`config.mk`:
```
export PLATFORM = sky130hd
export DESIGN_NAME = control_unit
export DESIGN_NICKNAME = d
export VERILOG_FILES = /design/src/rtl/control_unit.sv
export SDC_FILE = /design/constraint.sdc
export NUM_CORES = 1
export LEC_CHECK = 0
export ABC_AREA = 1
export CAP_MARGIN = 5
export CORE_AREA = 2 2 39 41
export CTS_CLUSTER_DIAMETER = 40
export DETAILED_ROUTE_END_ITERATION = 8
export DIE_AREA = 0 0 41 43
export PLACE_DENSITY = 0.74
export SYNTH_ARGS = -nofsm -noshare
export SYNTH_HDL_FRONTEND = slang
export SYNTH_SLANG_ARGS = --single-unit
```
`constraint.sdc`:
```
create_clock -name clk -period 1.5 [get_ports clk]
set_input_delay 0.225 -clock clk [delete_from_list [all_inputs] [get_ports clk]]
set_output_delay 0.225 -clock clk [all_outputs]
set_load 0.005 [all_outputs]
```
`src/rtl/control_unit.sv`:
```
// RV32I main decoder: opcode to datapath control strobes.
// Run-state FSM gates decoding; flags program end and illegal opcodes.
package definitions;

  typedef enum logic [1:0] {
    REG   = 2'b00,
    PC    = 2'b01,
    IMM   = 2'b10,
    CONST = 2'b11
  } alu_sel_t;

  typedef enum logic [1:0] {
    ADD    = 2'b00,
    BRANCH = 2'b01,
    RTYPE  = 2'b10,
    ITYPE  = 2'b11
  } aluOp_t;

  localparam logic [6:0] OPC_LOAD   = 7'b0000011;
  localparam logic [6:0] OPC_OPIMM  = 7'b0010011;
  localparam logic [6:0] OPC_AUIPC  = 7'b0010111;
  localparam logic [6:0] OPC_STORE  = 7'b0100011;
  localparam logic [6:0] OPC_OP     = 7'b0110011;
  localparam logic [6:0] OPC_LUI    = 7'b0110111;
  localparam logic [6:0] OPC_BRANCH = 7'b1100011;
  localparam logic [6:0] OPC_JALR   = 7'b1100111;
  localparam logic [6:0] OPC_JAL    = 7'b1101111;
  localparam logic [6:0] OPC_SYSTEM = 7'b1110011;

endpackage

module control_unit
  import definitions::*;
(
  input  logic       clk,
  input  logic       rstN,
  input  logic [6:0] opCode,
  input  logic       enable,
  input  logic       startProcess,
  output logic       endProcess,
  output logic       error,
  output logic       jump,
  output logic       jumpReg,
  output logic       branch,
  output logic       memRead,
  output logic       memWrite,
  output logic       memtoReg,
  output logic       regWrite,
  output alu_sel_t   aluSrc1,
  output alu_sel_t   aluSrc2,
  output aluOp_t     aluOp
);

  typedef enum logic [1:0] {
    S_IDLE = 2'b00,
    S_RUN  = 2'b01,
    S_DONE = 2'b10,
    S_ERR  = 2'b11
  } state_t;

  state_t state_q;
  logic   end_q;
  logic   err_q;

  logic   dec_en;
  logic   is_sys;
  logic   is_legal;

  logic     d_jump, d_jumpReg, d_branch;
  logic     d_memRead, d_memWrite;
  logic     d_memtoReg, d_regWrite;
  alu_sel_t d_src1, d_src2;
  aluOp_t   d_aluOp;

  assign dec_en = (state_q == S_RUN) && enable;

  // Raw opcode classification; X/Z never match so fall to illegal.
  always_comb begin
    is_sys     = 1'b0;
    is_legal   = 1'b0;
    d_jump     = 1'b0;
    d_jumpReg  = 1'b0;
    d_branch   = 1'b0;
    d_memRead  = 1'b0;
    d_memWrite = 1'b0;
    d_memtoReg = 1'b0;
    d_regWrite = 1'b0;
    d_src1     = REG;
    d_src2     = REG;
    d_aluOp    = ADD;
    case (opCode)
      OPC_LOAD: begin
        is_legal   = 1'b1;
        d_memRead  = 1'b1;
        d_memtoReg = 1'b1;
        d_regWrite = 1'b1;
        d_src2     = IMM;
      end
      OPC_OPIMM: begin
        is_legal   = 1'b1;
        d_regWrite = 1'b1;
        d_src2     = IMM;
        d_aluOp    = ITYPE;
      end
      OPC_AUIPC: begin
        is_legal   = 1'b1;
        d_regWrite = 1'b1;
        d_src1     = PC;
        d_src2     = IMM;
      end
      OPC_STORE: begin
        is_legal   = 1'b1;
        d_memWrite = 1'b1;
        d_src2     = IMM;
      end
      OPC_OP: begin
        is_legal   = 1'b1;
        d_regWrite = 1'b1;
        d_aluOp    = RTYPE;
      end
      OPC_LUI: begin
        is_legal   = 1'b1;
        d_regWrite = 1'b1;
        d_src1     = CONST;
        d_src2     = IMM;
      end
      OPC_BRANCH: begin
        is_legal   = 1'b1;
        d_branch   = 1'b1;
        d_aluOp    = BRANCH;
      end
      OPC_JALR: begin
        is_legal   = 1'b1;
        d_jump     = 1'b1;
        d_jumpReg  = 1'b1;
        d_regWrite = 1'b1;
        d_src1     = PC;
        d_src2     = CONST;
      end
      OPC_JAL: begin
        is_legal   = 1'b1;
        d_jump     = 1'b1;
        d_regWrite = 1'b1;
        d_src1     = PC;
        d_src2     = CONST;
      end
      OPC_SYSTEM: begin
        is_legal   = 1'b1;
        is_sys     = 1'b1;
      end
      default: begin
        is_legal   = 1'b0;
      end
    endcase
  end

  // Gate decode: outside an enabled RUN cycle everything idles.
  always_comb begin
    jump     = 1'b0;
    jumpReg  = 1'b0;
    branch   = 1'b0;
    memRead  = 1'b0;
    memWrite = 1'b0;
    memtoReg = 1'b0;
    regWrite = 1'b0;
    aluSrc1  = REG;
    aluSrc2  = REG;
    aluOp    = ADD;
    if (dec_en) begin
      jump     = d_jump;
      jumpReg  = d_jumpReg;
      branch   = d_branch;
      memRead  = d_memRead;
      memWrite = d_memWrite;
      memtoReg = d_memtoReg;
      regWrite = d_regWrite;
      aluSrc1  = d_src1;
      aluSrc2  = d_src2;
      aluOp    = d_aluOp;
    end
  end

  // Run-state FSM with registered end/error flags.
  always_ff @(posedge clk or negedge rstN) begin
    if (!rstN) begin
      state_q <= S_IDLE;
      end_q   <= 1'b0;
      err_q   <= 1'b0;
    end else begin
      case (state_q)
        S_IDLE: begin
          if (startProcess) state_q <= S_RUN;
        end
        S_RUN: begin
          if (enable) begin
            if (is_sys) begin
              state_q <= S_DONE;
              end_q   <= 1'b1;
            end else if (!is_legal) begin
              state_q <= S_ERR;
              err_q   <= 1'b1;
            end
          end
        end
        S_DONE: begin
          if (startProcess) begin
            state_q <= S_RUN;
            end_q   <= 1'b0;
          end
        end
        S_ERR: begin
          state_q <= S_ERR;
        end
        default: begin
          state_q <= S_IDLE;
          end_q   <= 1'b0;
          err_q   <= 1'b0;
        end
      endcase
    end
  end

  assign endProcess = end_q;
  assign error      = err_q;

endmodule

```
# Yosys cells after proc, flatten, opt, wreduce, memory -nomap -nowiden
# Cells that the tools add are included.
dict set report op_classes {
  n_reduce_logical 12
  n_eq_ne 18
  n_bitwise 2
  mux 29
}
# operator count
set ops {}
lappend ops {{equality test 7 bit (second input constant)} 4}
lappend ops {{equality test 7 x 6 -> 1 bit (second input constant)} 3}
lappend ops {{two-way mux 1 bit} 17}
lappend ops {{equality test 7 x 5 -> 1 bit (second input constant)} 2}
lappend ops {{two-way mux 2 bit} 7}
lappend ops {{case mux 2 bit (3 select lines)} 2}
lappend ops {{OR reduction 10 bit} 1}
lappend ops {{case mux 2 bit (2 select lines)} 2}
lappend ops {{AND reduction 4 bit} 2}
lappend ops {{equality test 7 x 2 -> 1 bit (second input constant)} 1}
lappend ops {{OR reduction 7 bit} 1}
lappend ops {{inequality test 2 bit (second input constant)} 3}
lappend ops {{OR reduction 5 bit} 1}
lappend ops {{equality test 2 bit (second input constant)} 2}
lappend ops {{OR reduction 2 bit} 2}
lappend ops {{inequality test 3 bit (second input constant)} 1}
lappend ops {{AND reduction 3 bit} 1}
lappend ops {{OR reduction 3 bit} 1}
lappend ops {{equality test 2 x 1 -> 1 bit (second input constant)} 1}
lappend ops {{logical NOT 2 bit} 1}
lappend ops {{inequality test 2 x 1 -> 1 bit (second input constant)} 1}
lappend ops {{NOT 1 bit} 2}
lappend ops {{case mux 1 bit (2 select lines)} 1}
lappend ops {{nonzero test 2 bit} 1}
lappend ops {{logical AND 1 bit} 1}
dict set report totals {
  elab_cells 64
  in_bits 11
  register_bits 4
}

# Depth between registers and ports, before layout
# Gate-level depths: netlist (run 1).
dict set report depth {
  depth_word 7
  mapped_depth 10
  depth_no_buf 10
}

# Worst setup path before layout (run 1)
# Ideal clock, no wire load.
dict set report synth_timing {
  path_type {register -> output}
  from {register state_q[1]}
  to {output port memtoReg}
  arrival_time_ps 1091
  path_buffers 1
  stages_incl_launch_ff 5
  setup_slack_ps 184
  cell_sequence {dfrtp_1 nor2_4 nand2_2 nor3_1 buf_4}
}
dict set report synth_via {
  elab_chain_len 3
}
# item line
set synth_lines {}
lappend synth_lines {{start, declared} 61} ;# state_t state_q;
lappend synth_lines {{start signal, assigned} 186} ;# state_q <= S_IDLE;
lappend synth_lines {{start signal, assigned} 192} ;# if (startProcess) state_q <= S_RUN;
lappend synth_lines {{start signal, assigned} 197} ;# state_q <= S_DONE;
lappend synth_lines {{equality test 2 x 1 -> 1 bit} 75} ;# assign dec_en = (state_q == S_RUN) && enable;
lappend synth_lines {{logical AND 1 bit} 75}
lappend synth_lines {{two-way mux 1 bit} -}
lappend synth_lines {{end, declared} 47} ;# output logic memtoReg,
# No other way between the ends.

# Worst setup path in the final report (run 1)
dict set report layout_timing {
  from {register state_q[0]}
  to {output port aluOp[1]}
}
dict set report layout_via {
  elab_chain_len 3
}
# item line
set layout_lines {}
lappend layout_lines {{equality test 2 x 1 -> 1 bit} 75}
lappend layout_lines {{logical AND 1 bit} 75}
lappend layout_lines {{two-way mux 2 bit} 169} ;# if (dec_en) begin
lappend layout_lines {{end, declared} 51} ;# output aluOp_t aluOp
# No other way between the ends.

==> impl_metrics.tcl, run 1 <==
set metrics [dict create \
    slowest_stage "dfrtp_1" \
    antenna_cells 0 \
    ys_ff_latch 4 \
    numCtsBuffers 3 \
    fin_crit_sh_pct 108 \
    cts_hold_buf 0 \
    initial_utilization_pct 34.1 \
    die_y_um 43 \
    drc_errors 0 \
    grt_use_total_pct 24.8 \
    critPathKind "flip-flop to output pin" \
    final_nets 149 \
    min_path_type "input port to async pin" \
    yosysWarnings 0 \
    layout_commonest_cell "buf_4" \
    root_buffer "clkbuf_4" \
    layout-drive-gt1-share_pct 56.6 \
    ys_seq_area_share_pct 21.2 \
    ir_drop_uv 548 \
    area_delta_synth_final_pct 107 \
    core_region_area_um2 1380 \
    critical_path_arrival_ns 1.39 \
    post-route-min-period_ns 1.61 \
    syn_area_um2 472 \
    pwr_density_cell_nw_per_um2 369 \
    clk_pin_slew_worst_paths_ns 0.04 \
    vias_per_cell 4.81 \
    drt-pass1-iter-count 4 \
    grt_max_degree 6 \
    pre_cts_slack_ns -0.679 \
    wirelength_mm 1.81 \
    endpoint "aluOp[1]" \
    ioPinCount 26 \
    rr_endpoint "state_q[1]" \
    rsz0062_at_grt "yes" \
    final_cell_mix "29 x buf_4, 15 x nand2_1, 12 x buf_2" \
    maxSlewViolCount 0 \
    grt_overflow 0 \
    cts.sinks 4 \
    cp_max_fo 3 \
    r2r-start "state_q[0]" \
    crit_chain "inv_2, nor2_4, nand2_4, nor2_4, buf_4, inv_1, nor2_1, clkdlybuf4s15_2" \
    drt_iter0_drc 9 \
    crit_path_max_incr_delay_ns 0.35 \
    vias 731 \
    antenna_left 0 \
    startpoint_type "flip-flop" \
    cts_buffer_depth 2 \
    cpMostUsedCell "nor2_4" \
    max_freq_mhz 620 \
    grt_pass1_wl_mm 2.97 \
    gr-usage-met3_pct 5.24 \
    syn_avg_cell_area_um2 5.90 \
    synth_cell_types 20 \
    finalSetupViolations 8 \
    rows 14 \
    antenna_found_initial 0 \
    critical_path.startpoint "state_q[0]" \
    drv_cap 0 \
    syn-num-nets 91 \
    cts_tree "done" \
    required_ns 1.27 \
    status "finished with violations" \
    hold_viol 0 \
    whs_ns 0.194 \
    dieArea_um2 1760 \
    reg2regPathDepth 10 \
    grt_pass1_vias 708 \
    die_w_um 41 \
    violations "negative setup slack" \
    worst_pin_slew_ns 0.238 \
    timing.final.ws_setup_ns -0.113 \
    fin_skew_ns 0.00101 \
    reg2reg_slack_ns 0.17 \
    clk_latency_ns 0.23 \
    relSlewSlack_pct 84.1 \
    dp_hpwl_mm 1.19 \
    crit_path_end_kind "output pin" \
    grt_use_met2_pct 43.1 \
    syn_inst 80 \
    p_leak_nw 0.540 \
    gp_congestion 0.781 \
    wire_per_inst_um 11.9 \
    grt_use_met1_pct 27.1 \
    numPortBuffers 25 \
    cts_max_level 1 \
    gr-max-usage-layer "met2" \
]
[logic make-up after synthesis]
family / count (synthesis) / synth area share [%]
AO/OA/AOI/OAI: 8 / 9.82
AND/OR/NAND/NOR: 51 / 53.8
flip-flops: 4 / 21.2
buffers and inverters: 17 / 15.1
[how the worst min path moves through the flow]
stage | startpoint | endpoint | cells after the start
2_1_floorplan | rstN | endProcess | 0
3_3_place_gp | rstN | endProcess | 1
3_5_place_dp | rstN | error | 1
4_1_cts | rstN | state_q[0] | 1
5_1_grt | rstN | state_q[1] | 1
6_report | rstN | state_q[0] | 1
[critical path, delay by kind of cell, from the launching register on]
family / cells / cell delay, ns
AND/OR/NAND/NOR: 4 / 0.39
buffers and inverters: 4 / 0.44
flip-flops: 1 / 0.35
[routing by layer]
metal,routed length (µm),up-vias
li1,-,357
met5,0,-
met4,40,0
met3,87,4
met1,668,342
met2,1010,28
[cell usage after synthesis]
cell type / instances / area (µm²)
nand2_2: 6 / 37.5
o21a_1: 1 / 7.51
nor2_2: 2 / 12.5
nand2_1: 18 / 67.6
nand3_1: 4 / 20.0
o21ai_0: 2 / 10.0
o21ai_1: 1 / 5.00
nand4_1: 1 / 6.26
nor3_2: 1 / 10.0
or2_1: 1 / 6.26
inv_2: 2 / 7.51
inv_1: 13 / 48.8
a21oi_1: 2 / 10.0
dfrtp_1: 4 / 100
a31oi_1: 1 / 6.26
o21bai_1: 1 / 7.51
nor3_1: 3 / 15.0
buf_4: 2 / 15.0
nor2_4: 3 / 33.8
nor2_1: 12 / 45.0
[area by class of cell]
| cell class | count | area [µm²] |
|---|---|---|
| Tap cell | 16 | 20.0 |
| Sequential cell | 4 | 100 |
| Inverter | 15 | 56.3 |
| Clock buffer | 3 | 22.5 |
| Fill cell | 133 | 408 |
| Multi-Input combinational cell | 59 | 380 |
| Timing Repair Buffer | 55 | 397 |
[registers in the layout, summed over array words and instances, names as in the netlist]
register and count:
endProcess 1, error 1, state_q 2
[stage by stage]
step | TNS, ns | utilization, % | cells | power, W | area, µm²
global placement | -7.59 | 62.3 | 137 | 0.000218 | 862
floorplan | 0 | - | 80 | 0.000149 | 472
finish | -0.442 | 70.5 | 152 | 0.000360 | 976
global route | -1.34 | 70.5 | 152 | 0.000385 | 976
CTS | -0.540 | 68.4 | 150 | 0.000359 | 947
detailed placement | -8.05 | 62.3 | 137 | 0.000220 | 862
[where the power goes]
group	internal (W)	switching (W)
combinational	0.0000597	0.0000588
sequential	0.000114	0.00000232
clock	0.0000890	0.0000365
[what timing repair did]
action | 4_1_cts | 5_1_grt
buffers inserted | 10 | 3
resized for setup | 76 | 14
endpoints found under the setup margin | 13 | 14
pin swaps | 10 | 5
No activity file was read; power rests on OpenSTA's default activity.
==> run 2: changes to the inputs <==
--- a/config.mk
+++ b/config.mk
@@ -8,6 +8,7 @@
 export ABC_AREA = 1
 export CAP_MARGIN = 5
 export CORE_AREA = 2 2 39 41
+export CTS_BUF_LIST = sky130_fd_sc_hd__clkbuf_8
 export CTS_CLUSTER_DIAMETER = 40
 export DETAILED_ROUTE_END_ITERATION = 8
 export DIE_AREA = 0 0 41 43
==> run 2 against run 1 <==
  * The run still ends with negative setup slack left
  * Largest cell class unchanged
  * Sequential power is essentially flat
  * Critical endpoint unchanged
  * First-iteration DRC count shrank 67%
  * Largest power group unchanged
  * Design area grew 3.8%
==> impl_metrics.tcl, run 2 (synthesized netlist as in run 1, its figures left out) <==
set metrics [dict create \
    fin_crit_sh_pct 108 \
    p_leak_nw 0.550 \
    maxSlewViolCount 0 \
    reg2reg_slack_ns 0.16 \
    grt_overflow 0 \
    largest_reg_flops 2 \
    vias_per_cell 4.65 \
    area_delta_synth_final_pct 115 \
    relSlewSlack_pct 88.9 \
    max_freq_mhz 620 \
    comb_power_share_pct 26.1 \
    dieArea_um2 1760 \
    vias 711 \
    die_w_um 41 \
    seq_power_share_pct 25.1 \
    numCtsBuffers 3 \
    die_y_um 43 \
    startpoint_type "flip-flop" \
    p_int_w 0.000348 \
    min_path_type "input port to async pin" \
    crit_chain "inv_2, nor2_4, nand2_4, nor2_4, buf_4, inv_1, nor2_1, clkdlybuf4s15_2" \
    antenna_cells 0 \
    root_buffer "clkbuf_8" \
    pwr_density_cell_nw_per_um2 457 \
    worst_pin_slew_ns 0.166 \
    crit_path_end_kind "output pin" \
    final_cell_mix "30 x buf_4, 15 x nand2_1, 12 x buf_2" \
    dp_hpwl_mm 1.19 \
    switching_power_w 0.000116 \
    grt_pass1_wl_mm 2.77 \
    p_clk_share_pct 48.8 \
    critical_path_arrival_ns 1.39 \
    cts.sinks 4 \
    rsz0062_at_grt "yes" \
    cpMostUsedCell "nor2_4" \
    slowest_stage "dfrtp_1" \
    layout-drive-gt1-share_pct 56.2 \
    clk_latency_ns 0.22 \
    hold_viol 0 \
    wirelength_mm 1.79 \
    cp_max_fo 3 \
    grt_max_degree 6 \
    rows 14 \
    gp_congestion 0.781 \
    cts_buffer_depth 2 \
    numPortBuffers 25 \
    antenna_found_initial 0 \
    grt_pass1_vias 685 \
    critPathKind "flip-flop to output pin" \
    drc_errors 0 \
    timing.final.ws_setup_ns -0.114 \
    clk_pin_slew_worst_paths_ns 0.03 \
    cts_tree "done" \
    drt_iter0_drc 3 \
    p_sw_share_pct 25.0 \
    drv_cap 0 \
    status "finished with violations" \
    required_ns 1.27 \
    utilization_pct 73.2 \
    ir_drop_uv 815 \
    finalSetupViolations 8 \
    violations "negative setup slack" \
    antenna_left 0 \
    ioPinCount 26 \
    top_register "state_q" \
    layout_commonest_cell "buf_4" \
    post-route-min-period_ns 1.61 \
    initial_utilization_pct 34.1 \
    crit_path_max_incr_delay_ns 0.36 \
    grt_use_total_pct 23.3 \
    pre_cts_slack_ns -0.679 \
    core_region_area_um2 1380 \
    drt-pass1-iter-count 2 \
    cts_max_level 1 \
    wire_per_inst_um 11.7 \
    fin_skew_ns 0.00233 \
    final_nets 150 \
]
## run 2: cell count changes in the layout (fill, tap and decap cells not counted)
cell	previous run	this run
buf_4	29	30
clkbuf_2	4	2
clkbuf_4	3	0
clkbuf_8	0	3
clkdlybuf4s15_1	1	2
clkdlybuf4s15_2	1	2
nand2_2	6	7
nand2_4	3	2
nor2_2	3	2
nor2_4	6	7
## run 2: metal layers
metal / track usage (%) / part of all wire, % / vias up
li1: - / - / 357
met1: 23.9 / 37 / 326
met2: 39.7 / 56 / 24
met3: 4.19 / 4.9 / 4
met4: 15.3 / 2.3 / 0
met5: 0 / 0 / -
## run 2: power by group through the flow
stage                     logic [W]  clock network, W  registers (W)
after CTS                  0.000114          0.000233       0.000116
after detailed placement   0.000103                 0       0.000117
after global routing       0.000130          0.000243       0.000117
after floorplan           0.0000308                 0       0.000118
final                      0.000121          0.000226       0.000116
after global placement     0.000100                 0       0.000117
## run 2: stage by stage
| stage | instances | setup TNS (ns) | cell area [µm²] | hold WS (ns) | total power (W) |
|---|---|---|---|---|---|
| 6_report | 153 | -0.437 | 1010 | 0.203 | 0.000464 |
| 3_3_place_gp | 137 | -7.59 | 862 | 0.433 | 0.000218 |
| 2_1_floorplan | 80 | 0 | 472 | -0.0706 | 0.000149 |
| 3_5_place_dp | 137 | -8.05 | 862 | 0.435 | 0.000220 |
| 4_1_cts | 151 | -0.401 | 983 | 0.203 | 0.000464 |
| 5_1_grt | 153 | -1.19 | 1010 | 0.217 | 0.000490 |
## run 2: what timing repair did
item / 4_1_cts / 5_1_grt
hold buffers: 0 / 0
setup endpoints to repair: 13 / 11
gates resized for setup: 81 / 8
setup buffers: 11 / 3
pin swaps: 10 / 4
cloned: 0 / 0
## run 2: cell type report
class | count | area, µm²
Multi-Input combinational cell | 59 | 380
Inverter | 15 | 56.3
Fill cell | 123 | 370
Tap cell | 16 | 20.0
Clock buffer | 3 | 41.3
Timing Repair Buffer | 56 | 415
Sequential cell | 4 | 100
## run 2: final timing paths
kind	start	end	depth (start not counted)
worst max-delay path	state_q[0]	aluOp[1]	8
worst min-delay path	rstN	state_q[0]	1
worst max register to register	state_q[0]	state_q[1]	10
worst min register to register	error	error	1
max in group asynchronous	rstN	state_q[1]	1
min in group clk	error	error	1
## run 2: worst max-delay path: cells and delay by family (launching register included)
family	cells	cell delay [ns]
DFF	1	0.36
buffers and inverters	4	0.43
and+or+nand+nor	4	0.39
==> run 3: changes to the inputs <==
--- a/config.mk
+++ b/config.mk
@@ -9,7 +9,6 @@
 export CAP_MARGIN = 5
 export CORE_AREA = 2 2 39 41
 export CTS_BUF_LIST = sky130_fd_sc_hd__clkbuf_8
-export CTS_CLUSTER_DIAMETER = 40
 export DETAILED_ROUTE_END_ITERATION = 8
 export DIE_AREA = 0 0 41 43
 export PLACE_DENSITY = 0.74
==> constraint.sdc (replaced) <==
create_clock -name clk -period 1.5 [get_ports clk]
set_input_delay 0.375 -clock clk [delete_from_list [all_inputs] [get_ports clk]]
set_output_delay 0.375 -clock clk [all_outputs]
set_load 0.005 [all_outputs]
==> run 3 against run 2 <==
  * The flow still finishes with violations (negative setup slack)
  * Count of clock-buffer cells in the layout unchanged
  * Core utilization rose by 4.8 points
  * Clock power is 3% lower
  * Register-to-register slack barely moved
  * Largest cell class unchanged
  * Largest power group unchanged
==> impl_metrics.tcl, run 3 (synthesized netlist as in run 1, its figures left out) <==
set metrics [dict create \
    antenna_cells 0 \
    drt-pass1-iter-count 2 \
    violations "negative setup slack" \
    gp_congestion 0.782 \
    place_inst 137 \
    largest_reg_flops 2 \
    grt_max_degree 6 \
    max_freq_mhz 560 \
    hold_viol 0 \
    layoutNonFillerInstCount 157 \
    wirelength_mm 1.90 \
    drc_errors 0 \
    pwr_density_cell_nw_per_um2 425 \
    ioPinCount 26 \
    min_path_type "input port to async pin" \
    startpoint_type "flip-flop" \
    p_leak_nw 0.599 \
    numCtsBuffers 3 \
    fin_skew_ns 0.000469 \
    rows 14 \
    area_delta_synth_final_pct 129 \
    cts_buffer_depth 2 \
    worst_pin_slew_ns 0.204 \
    grt_pass1_vias 780 \
    cts.sinks 4 \
    crit_path_end_kind "output pin" \
    final_nets 154 \
    post-route-min-period_ns 1.79 \
    vias 736 \
    whs_ns 0.361 \
    dp_hpwl_mm 1.16 \
    root_buffer "clkbuf_8" \
    grt_pass1_wl_mm 3.01 \
    antenna_left 0 \
    cts_tree "done" \
    register_area_um2 100 \
    initial_utilization_pct 34.1 \
    wire_per_inst_um 12.1 \
    cts_max_level 1 \
    finalSetupViolations 13 \
    fillers 109 \
    die_y_um 43 \
    layout_commonest_cell "buf_4" \
    die_w_um 41 \
    fin_crit_sh_pct 119 \
    status "finished with violations" \
    multiInputGateArea_um2 404 \
    maxSlewViolCount 0 \
    clk_pin_slew_worst_paths_ns 0.03 \
    final_cell_mix "27 x buf_4, 18 x buf_2, 11 x nand2_1" \
    layout-drive-gt1-share_pct 66.0 \
    drv_cap 0 \
    top_register "state_q" \
    ir_drop_uv 801 \
    pre_cts_slack_ns -0.987 \
    drt_iter0_drc 5 \
    grt_use_total_pct 24.9 \
    required_ns 1.12 \
    rsz0062_at_grt "yes" \
    relSlewSlack_pct 86.3 \
    core_region_area_um2 1380 \
    timing.final.ws_setup_ns -0.285 \
    critPathKind "flip-flop to output pin" \
    clk_latency_ns 0.21 \
    cp_max_fo 3 \
    fin_setup_tns_ns -2.76 \
    antenna_found_initial 0 \
    numPortBuffers 25 \
    vias_per_cell 4.69 \
    critical_path_arrival_ns 1.41 \
    grt_overflow 0 \
    dieArea_um2 1760 \
]
run 3: per-stage QoR:
stage	util [%]	power (W)	cell area, µm²
after floorplan	-	0.000149	472
final	78.0	0.000459	1080
after global placement	62.3	0.000218	862
after global routing	78.0	0.000482	1080
after CTS	75.1	0.000460	1040
after detailed placement	62.3	0.000219	862
run 3: what timing repair did:
item | in CTS | in global routing
pin swaps | 24 | 0
gates cloned | 0 | 0
gates resized for setup | 112 | 10
hold buffers | 0 | 0
endpoints found under the setup margin | 17 | 13
buffers inserted | 15 | 3
run 3: per-layer routing:
layer  vias up  global-route usage, %  share of wire, %
li1        365                      -                 -
met1       346                   22.5                37
met2        25                   46.9                58
met3         0                   7.33               4.8
met4         0                   9.33                 0
met5         -                      0                 0
run 3: path summary, 6_finish.rpt:
check | start | end | slack, ns | depth (start not counted)
worst max-delay path | state_q[0] | branch | -0.29 | 9
worst min-delay path | rstN | state_q[0] | 0.36 | 1
worst max register to register | state_q[0] | state_q[1] | 0.17 | 10
worst min register to register | error | error | 0.47 | 1
max in group asynchronous | rstN | state_q[1] | 0.98 | 1
min in group clk | error | error | 0.47 | 1
run 3: power by group:
part	leakage [nW]	internal (W)	switching, W	total, W
sequential	0.0383	0.000114	0.00000225	0.000116
combinational	0.539	0.0000641	0.0000599	0.000124
clock	0.0216	0.000170	0.0000482	0.000219
run 3: layout make-up:
type                    count  area share, %
multi-input cells          59           37.4
inverters                  15           5.21
clock buffers               3           3.82
flip-flops and latches      4           9.27
repair buffers             60           42.4
well taps                  16           1.85
run 3: worst max-delay path: stages (launching register included):
cell	delay [ns]
dfrtp_1	0.35
inv_2	0.06
nor2_4	0.13
nand2_4	0.08
nor2_4	0.11
buf_4	0.13
buf_6	0.07
inv_1	0.04
nor3_2	0.09
buf_2	0.13
